**config.mk**
```make
export PLATFORM = sky130hd
export DESIGN_NAME = fetch_queue
export DESIGN_NICKNAME = d
export VERILOG_FILES = /design/src/rtl/fetch_pkg.sv /design/src/rtl/fetch_queue_ram.sv /design/src/rtl/fetch_queue.sv
export SDC_FILE = /design/constraint.sdc
export NUM_CORES = 1
export LEC_CHECK = 0
export CORE_MARGIN = 10
export CORE_UTILIZATION = 59
export DETAILED_ROUTE_END_ITERATION = 16
export GPL_TIMING_DRIVEN = 1
export PLACE_DENSITY = 0.85
export SYNTH_ARGS = -nofsm -noshare
export SYNTH_HDL_FRONTEND = slang
export SYNTH_SLANG_ARGS = --single-unit
```
**constraint.sdc**
```tcl
create_clock -name clk -period 8.1 [get_ports clk]
set_input_delay 0.81 -clock clk [delete_from_list [all_inputs] [get_ports clk]]
set_output_delay 0.81 -clock clk [all_outputs]
set_load 0.005 [all_outputs]
```
**src/rtl/fetch_pkg.sv**
```systemverilog
// rtl/fetch_pkg.sv - shared fetch-path types and constants
package fetch_pkg;

    localparam int FETCH_XLEN = 32;

    typedef struct packed {
        logic [FETCH_XLEN-1:0] pc;
        logic [FETCH_XLEN-1:0] inst;
    } fetch_entry_t;

    // addi x0,x0,0 for bubble insertion downstream
    localparam logic [31:0] NOP_INST = 32'h0000_0013;

endpackage

```
**src/rtl/fetch_queue_ram.sv**
```systemverilog
// rtl/fetch_queue_ram.sv - DEPTH-entry storage, synchronous write, asynchronous read, no reset
module fetch_queue_ram
    import fetch_pkg::*;
#(
    parameter int  DEPTH   = 4,
    parameter type entry_t = fetch_entry_t
) (
    input  logic                     clk,
    input  logic                     we,
    input  logic [$clog2(DEPTH)-1:0] waddr,
    input  entry_t                   wdata,
    input  logic [$clog2(DEPTH)-1:0] raddr,
    output entry_t                   rdata
);

    entry_t mem [DEPTH];

    always_ff @(posedge clk) begin
        if (we) begin
            mem[waddr] <= wdata;
        end
    end

    assign rdata = mem[raddr];

endmodule

```
**src/rtl/fetch_queue.sv**
```systemverilog
// rtl/fetch_queue.sv - fetch-to-decode decoupling FIFO; FETCH_QUEUE_BYPASS_EN enables empty-queue bypass
module fetch_queue
    import fetch_pkg::*;
#(
    parameter int DEPTH = 4,
    parameter int XLEN  = FETCH_XLEN
) (
    input  logic                     clk,
    input  logic                     rst_n,
    input  logic                     in_valid,
    output logic                     in_ready,
    input  logic [XLEN-1:0]          in_pc,
    input  logic [XLEN-1:0]          in_inst,
    output logic                     out_valid,
    input  logic                     out_ready,
    output logic [XLEN-1:0]          out_pc,
    output logic [XLEN-1:0]          out_inst,
    input  logic                     flush,
    output logic [$clog2(DEPTH):0]   count
);

    localparam int AW = $clog2(DEPTH);
    localparam int CW = AW + 1;

    typedef struct packed {
        logic [XLEN-1:0] pc;
        logic [XLEN-1:0] inst;
    } entry_t;

    logic [AW-1:0] wr_ptr;
    logic [AW-1:0] rd_ptr;
    logic [CW-1:0] cnt;
    entry_t        wr_entry;
    entry_t        head;
    logic          push;
    logic          pop;
    logic          bypass;
    logic          store;
    logic          deq;

    assign in_ready = rst_n & (cnt != CW'(DEPTH));
    assign push     = in_valid & in_ready;
    assign count    = cnt;
    assign wr_entry = '{pc: in_pc, inst: in_inst};

`ifdef FETCH_QUEUE_BYPASS_EN
    assign bypass = rst_n & (cnt == '0) & ~flush;
`else
    assign bypass = 1'b0;
`endif

    always_comb begin
        out_valid = (cnt != '0);
        out_pc    = '0;
        out_inst  = '0;
        if (bypass) begin
            out_valid = in_valid;
            if (in_valid) begin
                out_pc   = in_pc;
                out_inst = in_inst;
            end
        end else if (cnt != '0) begin
            out_pc   = head.pc;
            out_inst = head.inst;
        end
    end

    assign pop = out_valid & out_ready;
    // A bypassed pop consumes the incoming entry, so nothing is stored or dequeued
    assign store = push & ~(bypass & pop);
    assign deq   = pop & ~bypass;

    always_ff @(posedge clk) begin
        if (!rst_n || flush) begin
            wr_ptr <= '0;
            rd_ptr <= '0;
            cnt    <= '0;
        end else begin
            if (store) begin
                wr_ptr <= wr_ptr + 1'b1;
            end
            if (deq) begin
                rd_ptr <= rd_ptr + 1'b1;
            end
            case ({store, deq})
                2'b10:   cnt <= cnt + 1'b1;
                2'b01:   cnt <= cnt - 1'b1;
                default: cnt <= cnt;
            endcase
        end
    end

    fetch_queue_ram #(
        .DEPTH   (DEPTH),
        .entry_t (entry_t)
    ) u_ram (
        .clk   (clk),
        .we    (store & ~flush),
        .waddr (wr_ptr),
        .wdata (wr_entry),
        .raddr (rd_ptr),
        .rdata (head)
    );

endmodule
```
; Word-level counts from Yosys, hierarchy flattened
; Memory sizes are Yosys's and may differ from the RTL's. A register that Yosys moved wholly into a read port is not among the register bits.
; Index checks and enable logic that the tools add are counted.
[word_totals]
latch_bits = 0
mem_bits_rw = 256
mem_bits_ro = 0
out_inout_bits = 69
memories = 1
elab_cells = 27
register_bits = 7
[memory_table]
columns = memory, depth, width, rd, rd_ports_with_merged_regs, wr, line_no
row1 = u_ram.mem, 4, 64, 1, 1, 1, fetch_queue_ram.sv:16  ; entry_t mem [DEPTH];
[op_classes]
mul = 0
bitwise_logic = 5
eq_ne = 3
n_lt_le_gt_ge = 0
addsub = 4
n_mux = 7
n_reduce_logical = 4
shift = 0
div = 0
[ops]
columns = cell, count
row1 = two-way mux 32 bit, 2
row2 = one-hot mux 3 bit (2 select lines), 1
row3 = "adder 2 x 1 -> 2 bit, second input constant", 2
row4 = bitwise AND 1 bit, 4
row5 = two-way mux 2 bit, 2
row6 = "adder 3 x 1 -> 3 bit, second input constant", 1
row7 = "inequality test 3 bit, second input constant", 1
row8 = nonzero test 3 bit, 1
row9 = "subtractor 3 x 1 -> 3 bit, second input constant", 1
row10 = "equality test 2 x 1 -> 1 bit, second input constant", 1
row11 = "equality test 2 bit, second input constant", 1
row12 = two-way mux 1 bit, 2
row13 = nonzero test 2 bit, 1
row14 = zero test 1 bit, 1
row15 = logical OR 1 bit, 1
row16 = inverter 1 bit, 1

; Longest topological paths before layout
; Gate-level depths: netlist of the first run.
[logic_depth]
depth_word = 6
mapped_depth = 8
mapped_depth_nobuf = 8

; By module
; A second synthesis of the first run with hierarchy kept.
[unflattened]
cells_unflattened = 451
hier_area_um2 = 10168.5
[modules_own_cells]
columns = mod, cells_per_inst, area_each_um2, n_inst
row1 = fetch_queue_ram, 338, 9341.5, 1
row2 = fetch_queue, 113, 827.0, 1

; Worst setup path after synthesis of the first run
; OpenSTA, ideal clock, no wires.
[synth_path]
kind = input to register
start = input in_valid
end = memory u_ram.mem[0][0] (netlist name), enable pin
setup_slack_ps = 5013
path_stages = 3
arrival_ps = 2658
n_path_buf = 0
setup_time_ps = 429
cell_sequence = nand2_1 -> nor3_1 -> and2_1
[synth_between]
elab_chain_len = 4
[synth_rtl]
columns = element, line_no
row1 = "start, declared", fetch_queue.sv:10  ; input logic in_valid,
row2 = bitwise AND 1 bit, fetch_queue.sv:42  ; assign push = in_valid & in_ready;
row3 = bitwise AND 1 bit, fetch_queue.sv:98  ; .we (store & ~flush),
row4 = two-way mux 1 bit, fetch_queue_ram.sv:19  ; if (we) begin
row5 = two-way mux 1 bit (implied by the code), fetch_queue_ram.sv:20  ; mem[waddr] <= wdata;
row6 = "end, declared", fetch_queue_ram.sv:16
; Every way passes these cells.

==> results of run 1 <==
-- through the flow --
stage	instance area [sq um]	setup WS (ns)	hold WS [ns]
CTS	12600	4.02	0.540
global route	12600	3.86	0.571
floorplan	10200	5.01	0.485
global placement	11700	4.57	0.503
finish	12600	4.12	0.543
detailed placement	11700	4.57	0.518
-- cell families after synthesis --
group,Yosys count
compound gates,9
xor+xnor,4
fa+ha+maj,6
buf+inv,27
flops,265
mux,64
simple gates,85
-- power groups by stage --
stage / clock, mW / sequential [mW] / combinational [mW]
after CTS: 1.21 / 1.52 / 0.125
after floorplan: 0 / 1.55 / 0.0429
after global placement: 0 / 1.55 / 0.120
final: 1.19 / 1.52 / 0.123
after global routing: 1.26 / 1.52 / 0.133
after detailed placement: 0 / 1.55 / 0.124
-- layout by cell type (no fill, tap or decap), types with 2 or more instances in the layout --
cell type,n
a21oi_1,3
and2_1,64
and2_4,4
bufinv_16,3
clkbuf_16,27
clkdlybuf4s50_1,137
clkinv_1,3
clkinv_2,7
dfxtp_1,7
dfxtp_4,2
edfxtp_1,256
ha_1,5
inv_1,6
inv_4,2
mux4_1,4
mux4_2,60
nand2_1,2
nor2_1,6
nor2b_1,2
o21ai_0,3
or3_1,2
xor2_1,4
-- routing by layer --
layer / share of wire / wire length [um] / up-vias / global-route usage
li1: - / - / 2147 / -
met1: 0.37 / 7420 / 2546 / 0.223
met2: 0.54 / 10700 / 175 / 0.309
met3: 0.069 / 1390 / 28 / 0.0347
met4: 0.022 / 448 / 0 / 0.0515
met5: 0 / 0 / - / 0
-- worst min-delay path by stage --
stage / slack, ns / from / cells past startpoint / end
2_1_floorplan: 0.48 / rd_ptr[1] / 2 / flip-flop
3_5_place_dp: 0.52 / rd_ptr[0] / 2 / rd_ptr[0]
4_1_cts: 0.54 / rd_ptr[0] / 2 / rd_ptr[0]
5_1_grt: 0.57 / rd_ptr[0] / 2 / rd_ptr[0]
3_3_place_gp: 0.50 / wr_ptr[0] / 2 / wr_ptr[0]
6_report: 0.54 / rd_ptr[0] / 2 / rd_ptr[0]
-- area by class of cell --
class | count | area (sq um) | share of cell area
antenna | 1 | 2.50 | 0.000199
clock buffer | 29 | 693 | 0.0552
clock inverter | 16 | 156 | 0.0125
inverter | 6 | 22.5 | 0.00179
multi-input combinational | 168 | 2150 | 0.171
sequential | 265 | 7880 | 0.627
tap | 225 | 282 | 0.0224
timing repair buffer | 138 | 1380 | 0.110
-- state kept, by name, indices dropped and copies added, names as in the netlist, named ones only --
signal / flops
rd_ptr: 2
wr_ptr: 2
count: 3
u_ram.mem: 256
-- critical path, cell delays in order (launching register included) --
cell and delay, ns:
dfxtp_4 0.51, buf_4 0.86, mux4_1 0.64, and2_1 0.17, clkdlybuf4s50_1 0.45
==> impl_metrics.toml, run 1 <==
[power]
seq_power_share = 0.537
p_switching_mw = 0.535
power_mw = 2.83
power.density_nw_per_um2 = 225
p_comb_frac = 0.043
vdd_ir_drop_max_mv = 0.179
pwr-share-clk = 0.420
swShare = 0.189
p_leak_nw = 3.97
internal_power_mw = 2.29

[global_route]
overflow = 0
antenna_found_initial = 1
grt_usage = 0.178
grt_pass1_wl_mm = 31.2
grt_max_degree = 66
grt_pass1_vias = 5343

[placement]
dp_cells = 802
gp_congestion = 0.713
dpl.hpwl_mm = 11.4
portBuffers = 137

[logic_synthesis]
synth_top_area_cell = "edfxtp_1"
muxShareOfSynthArea = 0.142
synth-warning-count = 0
synthAdderAreaFrac = 0.00808
synth_edf_count = 256
syn-cell-area_sq_um = 10200
ys_ff_latch = 265
avgSynthCellArea_sq_um = 22.2
synthCells = 460
synth.area.top_cells = "edfxtp_1 75%, mux4_2 13%, and2_1 4.2%, dfxtp_1 1.8%, buf_12 1.2%"
synth_compound_area_frac = 0.00526
async_flop_share = 0
yosys-top-cells-count = "256 x edfxtp_1, 68 x and2_1, 60 x mux4_2, 9 x dfxtp_1, 7 x clkbuf_1"
synth_top_family_by_area = "multiplexers"
synth_simple_gate_area_share = 0.0501
ys.flop_type = "edfxtp_1"
synthesis.nets = 535
yosysMostFrequentCell = "edfxtp_1"
synth-xor-area-share = 0.00343
seq_area_frac_synth = 0.770
ys_types = 27
synth.top_cell.area_share = 0.752

[finish]
post-route-util = 0.734
fillers = 976
final_layout_size_suffix_gt1_frac = 0.177
final_cells = 848
areaGrowthSynthToFinish_pct = 22.9
nets = 679

[clock_network]
cts_buffer_depth = 3
htreeDepth = 1
cts.sinks = 265
post_cts_resized = 0
cts-root-buf = "clkbuf_16"
cts_hold_buf = 0
post-cts-setup-buffers = 0
cts_made_buffers = 25
cts_tree = "built"
cts.clk_slew.worst_paths_ns = 0.06
insertion_delay_ns = 0.51

[die]
row_count = 48
die_area_sq_um = 23000
die_x_um = 152
die_height_um = 152
start_util = 0.597
io-pin-count = 138
coreArea_sq_um = 17100

[detailed_routing]
vias_per_cell = 5.77
wl_mm = 20.0
drcViolationCount = 0
drt_iter0_drc = 364
postRouteAntennaNets = 0
firstDrtPassIters = 5
routedWlPerCell_um = 23.6
vias = 4896

[sta]
setup_tns_ns = 0
relSlewSlack = 0.269
finalHoldViolations = 0
finalCritPeriodShare = 0.491
rsz0062_at_grt = "false"
skew_ns = 0.0130
finalSetupViolations = 0
max_freq_ghz = 0.251
worst_pin_slew_ns = 1.10
drv_slew = 0
min_period_ns = 3.98

[worst_setup_path]
reg2reg_from = "count[2]"
cp-start-kind = "flip-flop"
critPathRequiredTime_ns = 7.29
reg2reg_depth = 8
r2r_slack_ns = 5.52
path_max_fanout = 52
crit_end = "out_inst[1]"
cp.arrival_ns = 3.17
timing.rr.end = "count[2]"
crit_path_end_kind = "output port"
worstSetupPathType = "reg2out"

[job]
cap_violations = 0

[status]
status = "finished, final reports clean"

[min_path]
hp-class = "reg2reg"
No activity file was read; power rests on OpenSTA's default activity.
==> inputs of run 2 (changes only) <==
CORE_UTILIZATION = 49   (was 59)
PLACE_DENSITY = 0.75   (was 0.85)
clock period = 3.5 ns   (was 8.1 ns; I/O delays follow)
==> run 2 against run 1 <==
  * Flip-flop and latch count stayed put
  * Global-route usage decreased by 3.3 points
  * Via count shrank 1.4%
  * Clock skew down 0.0064 ns
  * Cell count is 6.4% higher
  * Setup slack worse by 3.7 ns
  * Critical path type unchanged
  * Critical endpoint is now out_inst[10]
==> impl_metrics.toml, run 2 (synthesis results as in run 1) <==
[worst_setup_path]
critPathRequiredTime_ns = 3.15
crit_path_end_kind = "output port"
reg2reg_depth = 8
worstSetupPathType = "reg2out"
cp.arrival_ns = 2.70
crit_end = "out_inst[10]"
cp-start-kind = "flip-flop"
reg2reg_from = "count[2]"
startpoint = "count[1]"
timing.rr.end = "count[2]"
path_max_fanout = 65
r2r_slack_ns = 1.03

[global_route]
grt_max_degree = 66
grt_usage = 0.144
gr-usage-met1 = 0.184
grt_pass1_vias = 5292
grt_pass1_wl_mm = 30.2
antenna_found_initial = 1
gr-max-usage-layer = "met2"
met2_usage = 0.247
met3_usage = 0.0321
overflow = 0

[sta]
worst_pin_slew_ns = 1.05
setup_tns_ns = 0
hold_slack_ns = 0.463
drv_slew = 0
min_period_ns = 3.05
finalHoldViolations = 0
relSlewSlack = 0.300
skew_ns = 0.00662
finalSetupViolations = 0
rsz0062_at_grt = "false"
finalCritPeriodShare = 0.871
max_freq_ghz = 0.328

[clock_network]
post_cts_resized = 0
insertion_delay_ns = 0.52
cts_hold_buf = 0
cts_buffer_depth = 3
htreeDepth = 1
cts-root-buf = "clkbuf_16"
cts_tree = "built"
cts.clk_slew.worst_paths_ns = 0.06
cts_made_buffers = 26
post-cts-setup-buffers = 0
cts.sinks = 265

[status]
status = "finished, final reports clean"

[finish]
regMostFlops = "u_ram.mem"
areaGrowthSynthToFinish_pct = 24.6
final_layout_size_suffix_gt1_frac = 0.181
largest_reg_flops = 256
fillers = 1381
nets = 686
mostFrequentLayoutCells = "256 x edfxtp_1, 137 x clkdlybuf4s50_1, 64 x and2_1"
final_area_sq_um = 12700
layout_commonest_cell = "edfxtp_1"

[die]
die_area_sq_um = 27000
io-pin-count = 138
die_height_um = 164
row_count = 52
coreArea_sq_um = 20400
die_x_um = 164
start_util = 0.502

[power]
p_leak_nw = 4.00
power.density_nw_per_um2 = 511
power_mw = 6.51
vdd_ir_drop_max_mv = 0.432

[placement]
gp_congestion = 0.720
placed_area_sq_um = 11900
dpl.hpwl_mm = 11.9
portBuffers = 137

[detailed_routing]
drt_iter0_drc = 338
drcViolationCount = 0
postRouteAntennaNets = 0
vias = 4827
vias_per_cell = 5.35
firstDrtPassIters = 4
wl_mm = 19.4
routedWlPerCell_um = 21.5

[min_path]
hp-class = "in2reg"

[job]
cap_violations = 0
[run 2: critical path, cell delays in order, from the launching register on]
cell and delay, ns:
dfxtp_1 0.36, or3_2 0.93, and2_1 0.34, clkdlybuf4s50_1 0.48
[run 2: worst min-delay path by stage]
stage,start,end,slack [ns],cells past startpoint
floorplan,in_inst[0],u_ram.mem[0][0],0.45,0
global placement,wr_ptr[0],wr_ptr[0],0.50,2
detailed placement,rd_ptr[1],flip-flop,0.52,2
CTS,in_pc[16],u_ram.mem[1][48],0.44,1
global route,in_inst[31],u_ram.mem[0][31],0.45,1
finish,in_inst[15],u_ram.mem[2][15],0.46,1
[run 2: area by class of cell]
type | instances | area [sq um] | area share
repair buffers | 144 | 1500 | 0.118
inverters | 6 | 22.5 | 0.00177
clock inverters | 15 | 168 | 0.0132
well taps | 270 | 338 | 0.0265
clock buffers | 33 | 677 | 0.0532
diodes | 1 | 2.50 | 0.000197
multi-input cells | 168 | 2150 | 0.169
flip-flops and latches | 265 | 7880 | 0.619
[run 2: metrics by stage]
| stage | worst slack, ns | utilization | cells |
|---|---|---|---|
| floorplan | 0.723 | - | 460 |
| global placement | 0.955 | 0.584 | 853 |
| detailed placement | 0.913 | 0.584 | 853 |
| CTS | 0.367 | 0.625 | 901 |
| global route | 0.230 | 0.625 | 901 |
| finish | 0.451 | 0.625 | 902 |
[run 2: report_power, final]
group | total (mW) | switching (mW) | internal, mW | leakage [nW]
Clock | 2.71 | 1.11 | 1.60 | 0.409
Sequential | 3.52 | 0.0102 | 3.51 | 2.39
Combinational | 0.286 | 0.117 | 0.169 | 1.21
Total | 6.51 | 1.24 | 5.27 | 4.00
[run 2: metal layers]
metal	share of wire	up-vias
met5	0	-
met2	0.51	160
li1	-	2172
met1	0.40	2472
met4	0.015	0
met3	0.073	23
